[config.mk]
export PLATFORM = sky130hd
export DESIGN_NAME = sad_search_engine
export DESIGN_NICKNAME = d
export VERILOG_FILES = /design/src/rtl/sad_search_engine.sv
export SDC_FILE = /design/constraint.sdc
export NUM_CORES = 1
export LEC_CHECK = 0
export ABC_AREA = 1
export CAP_MARGIN = 15
export CORE_ASPECT_RATIO = 0.6
export CORE_MARGIN = 5
export CORE_UTILIZATION = 45
export DETAILED_ROUTE_END_ITERATION = 6
export PLACE_DENSITY_LB_ADDON = 0.2
export SYNTH_ARGS = -nofsm -noshare
export SYNTH_HDL_FRONTEND = slang
export SYNTH_SLANG_ARGS = --single-unit
[constraint.sdc]
create_clock -name clock -period 3 [get_ports clock]
set_clock_uncertainty 0.05 [all_clocks]
set_input_delay 0.6 -clock clock [delete_from_list [all_inputs] [get_ports clock]]
set_output_delay 0.6 -clock clock [all_outputs]
set_load 0.03 [all_outputs]
[src/rtl/sad_search_engine.sv]
// Full-search block-matching motion estimator: scans every BLKxBLK candidate in a
// 2BLKx2BLK window, keeps the minimum saturating SAD and its signed motion vector.
module sad_search_engine #(
  parameter int unsigned BLK_LOG2 = 4,
  parameter int unsigned PIX_W    = 8,
  parameter int unsigned SAD_W    = 16
) (
  input  logic                    clock,
  input  logic                    reset,
  input  logic                    start,
  input  logic                    early_term_en,
  output logic [2*BLK_LOG2-1:0]   AddressR,
  input  logic [PIX_W-1:0]        R,
  output logic [2*BLK_LOG2+1:0]   AddressS,
  input  logic [PIX_W-1:0]        S,
  output logic                    busy,
  output logic                    done,
  output logic [SAD_W-1:0]        bestDistance,
  output logic [BLK_LOG2-1:0]     motionX,
  output logic [BLK_LOG2-1:0]     motionY
);

  localparam int unsigned BLK  = 1 << BLK_LOG2;
  localparam int unsigned NPIX = BLK * BLK;
  localparam int unsigned KW   = 2 * BLK_LOG2;
  localparam int unsigned CW   = BLK_LOG2 + 1;
  localparam int unsigned AW   = 2 * CW;
  localparam logic [BLK_LOG2-1:0] HALF   = BLK_LOG2'(BLK / 2);
  localparam logic [KW-1:0]       K_LAST = KW'(NPIX - 1);

  typedef enum logic [2:0] {IDLE, SCAN, LAST, CMP, FIN} state_t;

  state_t                state_q;
  logic                  et_q;
  logic [BLK_LOG2-1:0]   dx_q, dy_q;
  logic [KW-1:0]         k_q;
  logic [SAD_W-1:0]      acc_q, best_q;
  logic [BLK_LOG2-1:0]   mx_q, my_q;
  logic [KW-1:0]         addr_r_q;
  logic [AW-1:0]         addr_s_q;
  logic                  busy_q, done_q;

  logic [PIX_W-1:0]      diff_c;
  logic [SAD_W:0]        sum_c;
  logic [SAD_W-1:0]      acc_nx_c;
  logic                  acc_en_c, first_cand_c, last_cand_c, abort_c, advance_c;
  logic [BLK_LOG2-1:0]   dx_nx_c, dy_nx_c;

  // Window address of pixel k of candidate (dx,dy): row-major in a 2BLK-wide window.
  function automatic logic [AW-1:0] win_addr(input logic [BLK_LOG2-1:0] dx,
                                             input logic [BLK_LOG2-1:0] dy,
                                             input logic [KW-1:0]       k);
    logic [CW-1:0] row, col;
    row = CW'(dy) + CW'(k[KW-1:BLK_LOG2]);
    col = CW'(dx) + CW'(k[BLK_LOG2-1:0]);
    return {row, col};
  endfunction

  assign diff_c   = (R > S) ? R - S : S - R;
  assign sum_c    = {1'b0, acc_q} + (SAD_W+1)'(diff_c);
  // Pixel 0 of a candidate arrives while k=1 and restarts the accumulator.
  assign acc_nx_c = (state_q == SCAN && k_q == KW'(1)) ? SAD_W'(diff_c)
                  : (sum_c[SAD_W] ? '1 : sum_c[SAD_W-1:0]);

  assign acc_en_c     = (state_q == SCAN && k_q != '0) || (state_q == LAST);
  assign first_cand_c = (dx_q == '0) && (dy_q == '0);
  assign last_cand_c  = (&dx_q) && (&dy_q);
  assign abort_c      = et_q && acc_en_c && !first_cand_c && (acc_nx_c >= best_q);
  assign advance_c    = abort_c || (state_q == CMP);
  assign dx_nx_c      = dx_q + BLK_LOG2'(1);
  assign dy_nx_c      = (&dx_q) ? dy_q + BLK_LOG2'(1) : dy_q;

  always_ff @(posedge clock or posedge reset) begin
    if (reset) begin
      state_q  <= IDLE;
      et_q     <= 1'b0;
      dx_q     <= '0;
      dy_q     <= '0;
      k_q      <= '0;
      acc_q    <= '0;
      best_q   <= '1;
      mx_q     <= '0;
      my_q     <= '0;
      addr_r_q <= '0;
      addr_s_q <= '0;
      busy_q   <= 1'b0;
      done_q   <= 1'b0;
    end else begin
      done_q <= 1'b0;
      case (state_q)
        IDLE: if (start) begin
          state_q  <= SCAN;
          busy_q   <= 1'b1;
          et_q     <= early_term_en;
          best_q   <= '1;
          dx_q     <= '0;
          dy_q     <= '0;
          k_q      <= '0;
          addr_r_q <= '0;
          addr_s_q <= '0;
        end
        SCAN: begin
          if (acc_en_c) acc_q <= acc_nx_c;
          if (k_q == K_LAST) begin
            state_q <= LAST;
          end else begin
            k_q      <= k_q + KW'(1);
            addr_r_q <= k_q + KW'(1);
            addr_s_q <= win_addr(dx_q, dy_q, k_q + KW'(1));
          end
        end
        LAST: begin
          acc_q   <= acc_nx_c;
          state_q <= CMP;
        end
        CMP: if (first_cand_c || acc_q < best_q) begin
          best_q <= acc_q;
          mx_q   <= dx_q - HALF;
          my_q   <= dy_q - HALF;
        end
        FIN:     state_q <= IDLE;
        default: state_q <= IDLE;
      endcase
      // Move to the next candidate after a compare or an early abort.
      if (advance_c) begin
        if (last_cand_c) begin
          state_q <= FIN;
          busy_q  <= 1'b0;
          done_q  <= 1'b1;
        end else begin
          state_q  <= SCAN;
          dx_q     <= dx_nx_c;
          dy_q     <= dy_nx_c;
          k_q      <= '0;
          addr_r_q <= '0;
          addr_s_q <= win_addr(dx_nx_c, dy_nx_c, '0);
        end
      end
    end
  end

  assign AddressR     = addr_r_q;
  assign AddressS     = addr_s_q;
  assign busy         = busy_q;
  assign done         = done_q;
  assign bestDistance = best_q;
  assign motionX      = mx_q;
  assign motionY      = my_q;

endmodule

# Yosys cells after proc, flatten, opt, wreduce, memory -nomap -nowiden
# Cells that the tools add are included.
classes:
  n_eq_ne: 11
  order_cmp: 3
  n_reduce_logical: 24
  add_sub_neg: 10
  muxes: 43
ops:
  columns: ["op", "n"]
  rows:
  - ["2-to-1 mux 16 bit", 5]
  - ["2-to-1 mux 8 bit", 9]
  - ["case mux 16 bit (2 select lines)", 2]
  - ["2-to-1 mux 10 bit", 4]
  - ["2-to-1 mux 4 bit", 9]
  - ["case mux 8 bit (2 select lines)", 2]
  - ["case mux 10 bit (2 select lines)", 1]
  - ["adder 16 x 8 -> 17 bit", 1]
  - [">= comparator 16 bit", 1]
  - ["less-than comparator 16 bit", 1]
  - ["subtractor 8 bit", 2]
  - ["2-to-1 mux 3 bit", 4]
  - ["case mux 3 bit (4 select lines)", 1]
  - ["adder 4 x 4 -> 5 bit", 2]
  - ["adder 4 x 1 -> 4 bit, second input constant", 2]
  - ["adder 8 x 1 -> 8 bit, second input constant", 1]
  - ["equality test 8 x 1 -> 1 bit, second input constant", 1]
  - ["equality test 8 bit, second input constant", 1]
  - ["> comparator 8 bit", 1]
  - ["logical NOT 4 bit", 2]
  - ["AND reduction 4 bit", 2]
  - ["nonzero test 8 bit", 1]
  - ["subtractor 4 bit, second input constant", 2]
  - ["logical AND 1 bit", 7]
  - ["13 further kinds", 27]
totals:
  reg_bits: 80
  in_bits: 20
  word_cells: 104

# Depth between registers and ports, before layout
# Gate-level depths: netlist (run 1).
depth:
  word_depth: 10
  depth_mapped: 39
  ltp_nobuf: 37

# Worst setup path before layout (run 1)
# OpenSTA, ideal clock, no wires.
synth_path:
  kind: "input -> register"
  from: "input port R[0]"
  to: "register state_q[0]"
  slack_ns: -1.545
  required_ns: 2.828
  setup_ns: 0.122
  path_stages: 35
  path_buffers: 2
  t_arrival_ns: 4.373
  path_cell_list: "inv_1 ha_1 inv_1 fa_1 nand2_1 nand2_1 nand2_1 nand2_1 nand2_2 o21ai_1 fa_1 nand3b_1 nand2_1 nand3_1 nand2_1 nand4_2 buf_2 nand3_1 and2_1 ha_1 nand2_1 inv_1 nand2_1 nand2_1 nor2_1 nand2_1 nand2_1 nand2_1 nand2_2 nand2_4 nand2_4 buf_6 nand2_1 nand2_1 nand2_1"
synth_between:
  elab_chain_len: 10
synth_lines:
  columns: ["item", "line", "rtl"]
  rows:
  - ["start, declared", "13", "input logic [PIX_W-1:0] R,"]
  - ["subtractor 8 bit or > comparator 8 bit (tied branches)", "59", "assign diff_c = (R > S) ? R - S : S - R;"]
  - ["2-to-1 mux 8 bit (*)", "59", null]
  - ["adder 16 x 8 -> 17 bit", "60", "assign sum_c = {1'b0, acc_q} + (SAD_W+1)'(diff_c);"]
  - ["2-to-1 mux 16 bit", "63", ": (sum_c[SAD_W] ? '1 : sum_c[SAD_W-1:0]);"]
  - ["2-to-1 mux 16 bit (*)", "62", "assign acc_nx_c = (state_q == SCAN && k_q == KW'(1)) ? SAD_W'(diff_c)"]
  - ["net acc_nx_c[7]", "45", "logic [SAD_W-1:0] acc_nx_c;"]
  - [">= comparator 16 bit (*)", "68", "assign abort_c = et_q && acc_en_c && !first_cand_c && (acc_nx_c >= best_q);"]
  - ["logical AND 1 bit (*)", "68", null]
  - ["logical OR 1 bit (*)", "69", "assign advance_c = abort_c || (state_q == CMP);"]
  - ["!= test 3 x 2 -> 1 bit (no source line), or another cell as far along", null, null]
  - ["AND reduction 3 bit (no source line)", null, null]
  - ["end signal, assigned", "75", "state_q <= IDLE;"]
  - ["end signal, assigned", "92", "state_q <= SCAN;"]
  - ["end signal, assigned", "105", "state_q <= LAST;"]
  - ["end, declared", "33", "state_t state_q;"]
# Mark *: on every way through the listed nets, which the timed path passes. The rest lies on a longest branch.
# A chain may end at the register's enable or synchronous reset.

# Worst setup path after layout (run 1)
layout_path:
  from: "input port S[6]"
  to: "register state_q[0]"
layout_between:
  elab_chain_len: 10
layout_lines:
  columns: ["item", "line", "rtl"]
  rows:
  - ["start, declared", "15", "input logic [PIX_W-1:0] S,"]
  - ["subtractor 8 bit or > comparator 8 bit (tied branches)", "59", null]
  - ["2-to-1 mux 8 bit (*)", "59", null]
  - ["adder 16 x 8 -> 17 bit (*)", "60", null]
  - ["2-to-1 mux 16 bit (*)", "63", null]
  - ["2-to-1 mux 16 bit (*)", "62", null]
  - ["net acc_nx_c[15]", "45", null]
  - [">= comparator 16 bit (*)", "68", null]
  - ["logical AND 1 bit (*)", "68", null]
  - ["logical OR 1 bit (*)", "69", null]
  - ["!= test 3 x 2 -> 1 bit (no source line), or another cell as far along", null, null]
  - ["AND reduction 3 bit (no source line)", null, null]
# Marks and branches as above.

==> metrics, run 1 <==
initial drt markers 576; vias per inst 5.215; Bufs on Longest Clock Path 2; area share of the largest cell type after synthesis 24.87%; Initial Utilization 46.56%; final core utilization 70.07%; TritonCTS clock tree yes; Req. time, crit path 3.18 ns; slew of the pin with the lowest slew margin 0.8001 ns; instance count of the mapped netlist 905; height of the die 102.7 um; root buffer cell sky130_fd_sc_hd__clkbuf_16; overall overflow remaining after global route 0; Hold Crit Endpoint et_q; Final Cycle Share 151.6%; area of the die 16880 um2; main flop type after synthesis sky130_fd_sc_hd__dfrtp_1; NetSw 5517 uW; sequential power share 17.6%; cell with the biggest individual delay on the critical path sky130_fd_sc_hd__ha_4; number of filler instances in the final layout 1055; overall die width 164.4 um; Finished Cell Area 9692 um2; number of flip-flops and latches in the synthesized netlist 80; overall track demand over capacity in global routing 24.60%; setup slack after layout -1.549 ns; Routed WL per cell 16.55 um; ranking of synthesized cells by instance count sky130_fd_sc_hd__nand2_1, sky130_fd_sc_hd__inv_1, sky130_fd_sc_hd__nand3_1; post-synth net total 999; area growth from synthesis to layout 50.50%; maximum frequency from static timing analysis 219.8 MHz; startpoint types input pin; EDFF count, synth 0; biggest fanout along the worst timing path 5; number of I/O port buffers 63; total of endpoints with negative setup slack in the final report 55; per-instance average area after synthesis 7.116 um2; most repeated cell in the gate-level netlist after synthesis sky130_fd_sc_hd__nand2_1; GP Congestion 0.9570; data arrival time at the worst-slack endpoint 4.73 ns; global-route wire length before repair 32780 um; number of buffers added to fix hold violations after cts 0; worst r2r dst state_q[0]; clock share of power 10.3%; initial antenna violation count 0; Area contributors post-synth sky130_fd_sc_hd__dfrtp_1, sky130_fd_sc_hd__nand2_1, sky130_fd_sc_hd__ha_1; type of the worst setup path input pin to flip-flop; vias after detailed routing 6706; Worst Hold Depth 2; wire length after detailed routing 21280 um; setup repair after global routing missed its margin yes; number of distinct library cell variants in the gate-level netlist after synthesis 44; Placed Instance Area 8165 um2; worst slack, placed -2.329 ns; beginning of the worst hold path et_q; Crit. End Element flip-flop; combinational fraction of design power 72.0%; number of H-tree levels 3; via count of the first global-routing pass 6482; maximum VDD drop 0.0006326 V; number of violations of the max-capacitance limit 0; nets 1183; largest area contributor in the synthesized netlist sky130_fd_sc_hd__dfrtp_1; largest net degree at the start of global routing 55; overall power of the completed layout 11340 uW; Antenna diodes 0; worst-case headroom to the max-slew limit 46.60%; Top Ports 64; cell depth of the worst flop-to-flop path 24; TritonCTS Buffers 9; Residual DRC 0; final count of hold timing violations 0; area of the placeable core 13830 um2; DRT antenna net count 0; share of final-layout standard cells stronger than drive strength 1 37.84%; areal power density over the cells 1170 nW/um2; Crit path largest cell delay 0.29 ns; final slew viol count 0; worst setup slack for register-to-register paths -0.64 ns; total internal power 5821 uW; run status finished with violations; switching share of power 48.66%; drt first pass iters 5; standby leakage power 0.004904 uW; type of the worst min-delay path flip-flop to flip-flop; source of the worst register-to-register timing path acc_q[0]; crit-path most repeated cell sky130_fd_sc_hd__nand2_2; HPWL Detailed 15000 um; sink count of the clock tree 80; sequential cell area fraction in the yosys report 31.40%; final critical delay including setup and external delays 4.549 ns; Row Count 33; Yosys warnings 0; clock latency of the later-clocked register in the worst-skew pair 0.34 ns; clock transition time at the flip-flop clock pins of the worst setup and hold paths 0.07 ns; total standard cell area after synthesis 6440 um2; violations in the final reports setup timing; share of flip-flops with an asynchronous set or reset 100.0%
area by class of cell:
type	count	area, um2	share of cell area, %
multi-input combinational	674	4878	50.34
tap	192	240.2	2.479
clock buffer	10	239.0	2.466
sequential	80	2022	20.86
inverter	132	534.3	5.513
clock inverter	6	72.57	0.7488
timing repair buffer	192	1705	17.60
cells in the final DEF (no fill, tap or decap), drive strengths merged:
cell           Yosys  routed
dlygate4sd2        0       2
clkdlybuf4s50      0      47
or2                9       9
o2111ai            1       1
xor2              17      17
a22o               4       4
buf               16     131
nor2              58      58
nor4               1       1
xnor2              6       6
a21o               1       1
dfrtp             64      64
and2               6       6
a31oi              1       1
nand3b             3       3
clkinv             0       1
a21oi             47      47
clkbuf             5      19
clkdlybuf4s15      0       3
nand4             15      15
nand3             78      78
dfstp             16      16
nor3               9       9
bufinv             0       1
ha                69      69
clkinvlp           0       1
and3               1       1
o21bai             3       3
o211ai             1       1
o21a               3       3
inv              132     135
nand2            297     299
fa                 5       5
o21ai             37      37
worst max-delay path by stage:
stage,start,to,slack [ns],cells past startpoint
floorplan,R[0],state_q[0],-1.27,38
global placement,R[3],dx_q[1],-2.24,34
detailed placement,R[0],dy_q[3],-2.33,37
CTS,R[0],AddressS[3],-1.47,35
global route,R[0],AddressR[7],-1.70,36
finish,S[6],state_q[0],-1.55,29
power groups by stage:
stage | Clock (uW) | Combinational (uW) | Sequential, uW
global placement | 0 | 6070 | 1980
detailed placement | 0 | 6190 | 1980
floorplan | 0 | 3520 | 2410
global route | 1230 | 8900 | 2040
CTS | 1170 | 7200 | 1980
finish | 1170 | 8170 | 2000
kinds of logic after synthesis:
kind of cell	share of synthesized area [%]
compound gates	8.354
xor+xnor	3.128
fa+ha+maj	14.96
buf+inv	9.714
flops	31.40
simple gates	32.45
metrics by stage:
stage / hold slack, ns / setup TNS, ns / cells
floorplan: 0.3922 / -46.72 / 905
global placement: 0.4085 / -99.33 / 1246
detailed placement: 0.4142 / -103.10 / 1246
CTS: 0.4313 / -58.13 / 1287
global route: 0.4678 / -67.62 / 1286
finish: 0.4325 / -59.61 / 1286
registers in the layout (all words and copies together) (netlist names):
signal	cells
motionY	4
et_q	1
dy_q	4
acc_q	16
dx_q	4
motionX	4
done	1
bestDistance	16
state_q	3
k_q	8
AddressR	8
busy	1
AddressS	10
what timing repair did:
action                     in CTS  in global routing
setup endpoints to repair      55                 55
setup buffers                  22                 12
cloned                          4                  0
pin swaps                      57                 81
gates resized for setup       152                153
layer usage:
| metal | vias up | GRT usage (%) | part of all wire (%) |
|---|---|---|---|
| li1 | 3252 | - | - |
| met1 | 3149 | 39.56 | 50 |
| met2 | 282 | 34.02 | 41 |
| met3 | 23 | 5.354 | 8.6 |
| met4 | 0 | 3.642 | 0.90 |
| met5 | - | 0 | 0 |
worst max-delay path: cells and delay by family:
kind	cells	cell delay (ns)
AOI/OAI and AO/OA	7	1.28
and+or+nand+nor	15	1.42
adders and majority gates	3	0.85
buffers and inverters	4	0.58
Power figures use the tool's default switching activity.
==> inputs of run 2 (changes only) <==
--- a/config.mk
+++ b/config.mk
@@ -9,7 +9,7 @@
 export CAP_MARGIN = 15
 export CORE_ASPECT_RATIO = 0.6
 export CORE_MARGIN = 5
-export CORE_UTILIZATION = 45
+export CORE_UTILIZATION = 53
 export DETAILED_ROUTE_END_ITERATION = 6
 export PLACE_DENSITY_LB_ADDON = 0.2
 export SYNTH_ARGS = -nofsm -noshare
==> run 2 against run 1 <==
Net effect:
- the flow finishes with violations (DRC, setup timing)
- largest cell class unchanged
- flip-flop and latch count unchanged
- design area down 0.32%
- critical path depth up 5
- first-iteration DRC count up 17%
- clock power about the same
- worst setup slack worse by 0.12 ns
- register-to-register slack worse by 0.09 ns
- die area down 14%
- sequential power about the same
- wire length up 7.3%
- utilization up 11 points
- total power up 3.8%
==> metrics, run 2 (synthesis gave the netlist of run 1 again) <==
initial antenna violation count 0 (unchanged); nets 1187 (+0.34%); startpoint types input pin; NetSw 5763 uW (+4.5%); type of the worst setup path input pin to flip-flop; clock transition time at the flip-flop clock pins of the worst setup and hold paths 0.07 ns (about the same); fin cells 1263 (-1.8%); areal power density over the cells 1218 nW/um2 (+4.2%); Bufs on Longest Clock Path 2 (unchanged); overall die width 152.3 um (-7.4%); overall power of the completed layout 11770 uW (+3.8%); standby leakage power 0.004912 uW (+0.16%); type of the worst min-delay path flip-flop to flip-flop; vias per inst 5.623 (+7.8%); number of violations of the max-capacitance limit 0 (unchanged); overall track demand over capacity in global routing 28.67% (+4.1 points); Placed Instance Area 8051 um2 (-1.4%); biggest fanout along the worst timing path 7 (+2); GR Util met1 43.68% (+4.1 points); worst-case headroom to the max-slew limit 18.27% (-28 points); Final Cycle Share 155.8% (+4.1 points); sum of buffers and inverters on the critical path 13 (+9); sequential power share 16.9% (-0.7 points); Crit path largest cell delay 0.30 ns (about the same); number of H-tree levels 3 (unchanged); initial drt markers 672 (+17%); final core utilization 80.60% (+11 points); most crowded layer after global routing met1; Row Count 31 (-6.1%); final slew viol count 0 (unchanged); Worst Hold Depth 2 (unchanged); maximum VDD drop 0.0006563 V (+3.7%); overall overflow remaining after global route 0 (unchanged); met2 layer usage reported by global route 40.47% (+6.5 points); GP Congestion 0.8979 (-6.2%); run status finished with violations; setup slack after layout -1.674 ns (-0.1245 ns); height of the die 95.39 um (-7.1%); cell with the biggest individual delay on the critical path sky130_fd_sc_hd__ha_4; TritonCTS clock tree yes; clock latency of the later-clocked register in the worst-skew pair 0.34 ns (about the same); Finished Cell Area 9661 um2 (-0.32%); source of the worst register-to-register timing path acc_q[0]; TritonCTS Buffers 9 (unchanged); vias after detailed routing 7102 (+5.9%); most frequent standard cell in the layout excluding fill and tap cells sky130_fd_sc_hd__nand2_1; Req. time, crit path 3.18 ns (about the same); Top Ports 64 (unchanged); drt first pass iters 7 (+2); HPWL Detailed 14520 um (-3.2%); setup repair after global routing missed its margin yes; maximum frequency from static timing analysis 214.0 MHz (-2.7%); Antenna diodes 0 (unchanged); worst setup slack for register-to-register paths -0.73 ns (-0.09 ns); combinational fraction of design power 73.1% (+1.1 points); sink count of the clock tree 80 (unchanged); total placed cells including tap cells 1210 (-2.9%); slew of the pin with the lowest slew margin 1.221 ns (+0.4214 ns); largest net degree at the start of global routing 34 (-38%); root buffer cell sky130_fd_sc_hd__clkbuf_16; violations in the final reports DRC, setup timing; final critical delay including setup and external delays 4.674 ns (+0.1245 ns); data arrival time at the worst-slack endpoint 4.85 ns (+0.12 ns); via count of the first global-routing pass 6603 (+1.9%); Routed WL per cell 18.07 um (+9.2%); number of I/O port buffers 63 (unchanged); met3 layer usage reported by global route 7.800% (+2.4 points); wire length after detailed routing 22820 um (+7.3%); Initial Utilization 53.73% (+7.2 points); delay-heaviest family, CP simple AND/OR/NAND/NOR gates; cell depth of the worst flop-to-flop path 24 (unchanged); total of endpoints with negative setup slack in the final report 55 (unchanged); switching share of power 48.96% (+0.30 points); area of the die 14530 um2 (-14%); final count of hold timing violations 0 (unchanged); Hold Crit Endpoint et_q; Crit. End Element flip-flop; area of the placeable core 11990 um2 (-13%); global-route wire length before repair 33370 um (+1.8%); crit-path most repeated cell sky130_fd_sc_hd__buf_4; beginning of the worst hold path et_q; clock share of power 10.0% (-0.3 points); commonest non-fill, non-tap cells in the layout sky130_fd_sc_hd__nand2_1, sky130_fd_sc_hd__buf_4, sky130_fd_sc_hd__inv_1; worst r2r dst dy_q[0]; DRT antenna net count 0 (unchanged); total internal power 6007 uW (+3.2%); area growth from synthesis to layout 50.01%; Residual DRC 1 (+1); share of final-layout standard cells stronger than drive strength 1 37.25% (-0.59 points)
## run 2: cell types whose count changed in the layout (fill, tap and decap cells not counted), sizes merged
cell	previous run	this run
buf	131	134
clkbuf	19	17
clkdlybuf4s15	3	5
clkinvlp	1	2
## run 2: per-stage QoR
stage / setup WS (ns) / TNS (ns) / hold slack (ns)
2_1_floorplan: -1.274 / -46.72 / 0.3922
3_3_place_gp: -2.233 / -98.46 / 0.4083
3_5_place_dp: -2.307 / -101.51 / 0.4149
4_1_cts: -1.417 / -55.12 / 0.4313
5_1_grt: -1.775 / -73.61 / 0.4601
6_report: -1.674 / -66.55 / 0.4324
## run 2: metal layers
layer  vias up  part of all wire [%]
li1       3274                     -
met1      3383                    45
met2       394                    42
met3        51                    11
met4         0                   1.8
met5         -                     0
## run 2: final cells by class
class | count | area, um2
Tap cell | 165 | 206.4
Inverter | 132 | 531.8
Clock inverter | 7 | 82.58
Sequential cell | 80 | 2022
Multi-Input combinational cell | 674 | 4872
Clock buffer | 9 | 225.2
Timing Repair Buffer | 196 | 1720
Fill cell | 735 | 2325
## run 2: how the worst max path moves through the flow
| stage | from | endpoint | slack [ns] | depth (start not counted) |
|---|---|---|---|---|
| after detailed placement | R[0] | k_q[0] | -2.31 | 32 |
| after floorplan | R[0] | state_q[0] | -1.27 | 38 |
| after global routing | R[7] | dy_q[0] | -1.78 | 35 |
| after global placement | R[0] | AddressR[0] | -2.23 | 32 |
| after CTS | R[0] | dy_q[0] | -1.42 | 39 |
| final | R[7] | dy_q[0] | -1.67 | 34 |
## run 2: power by group through the flow
| stage | clock network (uW) | logic (uW) | registers, uW |
|---|---|---|---|
| after global placement | 0 | 6050 | 1970 |
| after detailed placement | 0 | 6150 | 1970 |
| after floorplan | 0 | 3520 | 2410 |
| final | 1180 | 8610 | 1990 |
| after global routing | 1220 | 9300 | 2030 |
| after CTS | 1170 | 7080 | 1960 |
## run 2: worst reg2reg max path, delay by kind of cell (launching register included)
family	cells	cell delay, ns
flops	1	0.38
simple gates	17	1.87
fa+ha+maj	3	0.80
buf+inv	3	0.45
compound gates	1	0.07
## run 2: timing repair
action / CTS / global route
gates cloned: 3 / 1
setup buffers: 26 / 14
pin swaps: 49 / 69
endpoints found under the setup margin: 55 / 62
hold buffers: 0 / 0
resized for setup: 163 / 132
